<file path="config.mk">
export PLATFORM = sky130hd
export DESIGN_NAME = dbus_bridge
export DESIGN_NICKNAME = d
export VERILOG_FILES = /design/src/rtl/dbus_bridge.sv
export SDC_FILE = /design/constraint.sdc
export NUM_CORES = 1
export LEC_CHECK = 0
export CAP_MARGIN = 30
export CORE_AREA = 2 2 103 105
export DETAILED_ROUTE_END_ITERATION = 8
export DIE_AREA = 0 0 105 107
export PLACE_DENSITY = 0.87
export SYNTH_ARGS = -nofsm -noshare
export SYNTH_HDL_FRONTEND = slang
export SYNTH_SLANG_ARGS = --single-unit
</file>
<file path="constraint.sdc">
create_clock -name clk -period 1.7 [get_ports clk]
set_clock_uncertainty 0.05 [all_clocks]
set_input_delay 0.255 -clock clk [delete_from_list [all_inputs] [get_ports clk]]
set_output_delay 0.255 -clock clk [all_outputs]
set_load 0.02 [all_outputs]
</file>
<file path="src/rtl/dbus_bridge.sv">
// rtl/dbus_bridge.sv - MEM-stage RAM request to split address/data bus bridge
// One access outstanding at a time; a flush after address acceptance drains the bus quietly.
module dbus_bridge (
  input  logic        clk,
  input  logic        rst,
  input  logic        ram_en,
  input  logic [3:0]  ram_write_en,
  input  logic [31:0] ram_addr,
  input  logic [31:0] ram_write_data,
  input  logic        flush,
  input  logic        pipeline_stall,
  output logic        stall_request,
  output logic [31:0] ram_read_data,
  output logic        bus_req,
  output logic        bus_wr,
  output logic [3:0]  bus_wstrb,
  output logic [31:0] bus_addr,
  output logic [31:0] bus_wdata,
  input  logic        bus_addr_ok,
  input  logic        bus_data_ok,
  input  logic [31:0] bus_rdata
);

  typedef enum logic [1:0] {IDLE, REQ, WAIT, DONE} state_t;

  state_t state;
  logic   discard;

  always_ff @(posedge clk) begin
    if (rst) begin
      state         <= IDLE;
      discard       <= 1'b0;
      bus_req       <= 1'b0;
      bus_wr        <= 1'b0;
      bus_wstrb     <= 4'b0;
      bus_addr      <= 32'b0;
      bus_wdata     <= 32'b0;
      ram_read_data <= 32'b0;
    end else begin
      case (state)
        IDLE: begin
          if (ram_en && !flush) begin
            bus_addr  <= ram_addr;
            bus_wstrb <= ram_write_en;
            bus_wdata <= ram_write_data;
            bus_wr    <= |ram_write_en;
            bus_req   <= 1'b1;
            state     <= REQ;
          end
        end
        REQ: begin
          // Once accepted the transaction must drain; before that it may be withdrawn.
          if (bus_addr_ok) begin
            bus_req <= 1'b0;
            discard <= flush;
            state   <= WAIT;
          end else if (flush) begin
            bus_req <= 1'b0;
            state   <= IDLE;
          end
        end
        WAIT: begin
          if (bus_data_ok) begin
            if (discard || flush) begin
              discard <= 1'b0;
              state   <= IDLE;
            end else begin
              if (!bus_wr) ram_read_data <= bus_rdata;
              state <= DONE;
            end
          end else if (flush) begin
            discard <= 1'b1;
          end
        end
        DONE: begin
          // Hold here until the pipeline moves on, so a still-high ram_en is not reissued.
          if (!pipeline_stall || flush) state <= IDLE;
        end
        default: state <= IDLE;
      endcase
    end
  end

  assign stall_request = (state == IDLE && ram_en && !flush) ||
                         (state == REQ) || (state == WAIT);

endmodule

</file>
==> out/metrics.csv <==
metric;value;unit
outcome;finished clean;
cts_tree;built;
p_comb_frac;0.228;
pre_cts_ws;-0.385;ns
worstPathCellList;clkdlybuf4s50_1;
clock_sinks;105;
cp_top_family;buffers and inverters;
setup_violations;0;
grt_antenna_before_repair;0;
rsz0062_at_grt;no;
p_seq_frac;0.487;
dieArea;0.0112;mm2
async_reset_ff_frac;0;
synth_nets;591;
remaining_drc_errors;0;
dp_hpwl;9130;um
synthDistinctLibCells;26;
reg2reg_slack;0.16;ns
r2r-end;bus_wdata[25];
drv_slew;0;
post_cts_buffers;0;
grt_use_total;0.218;
irDropWorstVdd;530;uV
clockBufferDepth;2;
clk_latency;0.35;ns
p_clk_frac;0.284;
internal-power;3.90;mW
hold_end;bus_wdata[0];
place.gp.congestion;0.834;
hold_depth;2;
synth_edf_count;0;
hold_path.class;input pin to flop;
required;1.39;ns
core.rowCount;37;
grt_pass1_wl;19800;um
power_density;845;mW/mm2
wl;12900;um
drtIter0Drc;225;
r2r-start;state[1];
nNetsFinal;794;
num_vias;4205;
ys_seq_elements;105;
whs;0.260;ns
end_kind;output port;
yosys_warnings;0;
mostFrequentLayoutCells;clkdlybuf4s50_1, nand2_1, dfxtp_1, a21oi_1, o21ai_0;
core_area;0.0101;mm2
relSlewSlack;0.723;
path_buf_inv;1;
fmax;605;MHz
synth_compound_area_frac;0.194;
synth_top_family_by_area;simple AND/OR/NAND/NOR gates;
grt_pass1_vias;4191;
final_util;0.639;
start_kind;flop;
syn_to_final_growth;66.4;%
first_pass_iters;4;
die-height;107;um
critPathKind;flop to output port;
synthAdderAreaFrac;0;
ant_nets;0;
port_buffers;209;
cp.arrival;1.35;ns
hold_viol_final;0;
grt_max_degree;70;
start_util;0.384;
cp-startpoint;bus_addr[12];
grt_overflow;0;
viasPerCell;5.08;
synthXorXnorAreaFrac;0;
cap_violations;0;
cts_buffers;9;
cp_slowest_cell;clkdlybuf4s50_1;
synthMuxAreaShare;0.00258;
cpPeakStageDelay;0.63;ns
tightest_slew;0.416;ns
seq_area_frac_synth;0.543;
min_from;rst;
cts_root_buffer;clkbuf_8;
layout_commonest_cell;clkdlybuf4s50_1;
postLayoutSetupSlackWorst;0.0481;ns
netlist_area;0.00387;mm2
n_antenna_cell;0;
worstPathMaxFanout;2;
cts_hold_buffers;0;
clk_pin_slew;0.11;ns
syn_area_per_cell;8.00;um2
synth_ff_type;dfxtp_1;
design_area;0.00644;mm2
wl_per_cell;15.5;um
dpl-instance-area;0.00621;mm2
p_sw_frac;0.283;
fin_crit;1.65;ns
die_x;105;um
worst-r2r-cell-count;6;
drive_above_1_share;0.0665;
postSynthCellCount;484;
power.switching;1.54;mW
period_share;0.972;
synth_simple_gate_area_frac;0.208;
ctsHtreeMaxLevel;3;
ios;210;
leakage;2.29;nW
## layer usage
metal | GRT usage | routed length (um) | vias up
li1 | - | - | 2030
met1 | 0.244 | 5030 | 1946
met2 | 0.391 | 6540 | 196
met3 | 0.0535 | 964 | 33
met4 | 0.0971 | 329 | 0
met5 | 0 | 0 | -
## timing repair
| action | 4_1_cts | 5_1_grt |
|---|---|---|
| hold endpoints to repair | 0 | 0 |
| resized for setup | 7 | 3 |
| endpoints found under the setup margin | 2 | 42 |
| gates cloned | 0 | 2 |
## state kept, by name (all words and copies together), names as in the netlist
register / count
bus_addr: 32
bus_req: 1
bus_wdata: 32
bus_wr: 1
bus_wstrb: 4
discard: 1
ram_read_data: 32
state: 2
## power groups by stage
stage | clock network (mW) | registers, mW | logic (mW)
final | 1.55 | 2.65 | 1.24
after detailed placement | 0 | 2.71 | 1.22
after global routing | 1.70 | 2.67 | 1.33
after floorplan | 0 | 2.84 | 0.406
after CTS | 1.60 | 2.65 | 1.22
after global placement | 0 | 2.70 | 1.19
## metrics by stage
stage	TNS (ns)	cells	power [mW]
2_1_floorplan	0	484	3.25
3_3_place_gp	-30.48	810	3.89
3_5_place_dp	-34.03	810	3.93
4_1_cts	0	826	5.47
5_1_grt	0	828	5.70
6_report	0	828	5.45
## cell families (layout without fill, tap and decap cells)
kind of cell           after synthesis  in the layout
flip-flops                         105            105
buffers and inverters               45            253
multiplexers                         1              1
AND/OR/NAND/NOR                    188            188
AO/OA/AOI/OAI                      145            145
## how the worst max path moves through the flow
stage,cells after the start,endpoint
after floorplan,6,bus_addr[10]
after global placement,5,stall_request
after detailed placement,5,stall_request
after CTS,1,bus_addr[25]
after global routing,1,bus_addr[12]
final,1,bus_addr[12]
## Yosys cell counts, types with 3 or more instances
master | number | area [um2]
o21ai_0 | 35 | 175
nand2_1 | 140 | 526
clkbuf_1 | 25 | 93.8
buf_2 | 16 | 80.1
nand3_1 | 32 | 160
dfxtp_1 | 105 | 2100
a221oi_1 | 3 | 26.3
nor2b_1 | 4 | 25.0
nor3_1 | 3 | 15.0
a21oi_1 | 102 | 510
## area by class of cell
type / count / area, um2
clock buffers: 11 / 131
clock inverters: 5 / 63.8
fillers: 887 / 3650
inverters: 2 / 7.51
multi-input cells: 334 / 1580
flip-flops and latches: 105 / 2100
well taps: 136 / 170
repair buffers: 235 / 2390
Power figures use the tool's default switching activity.
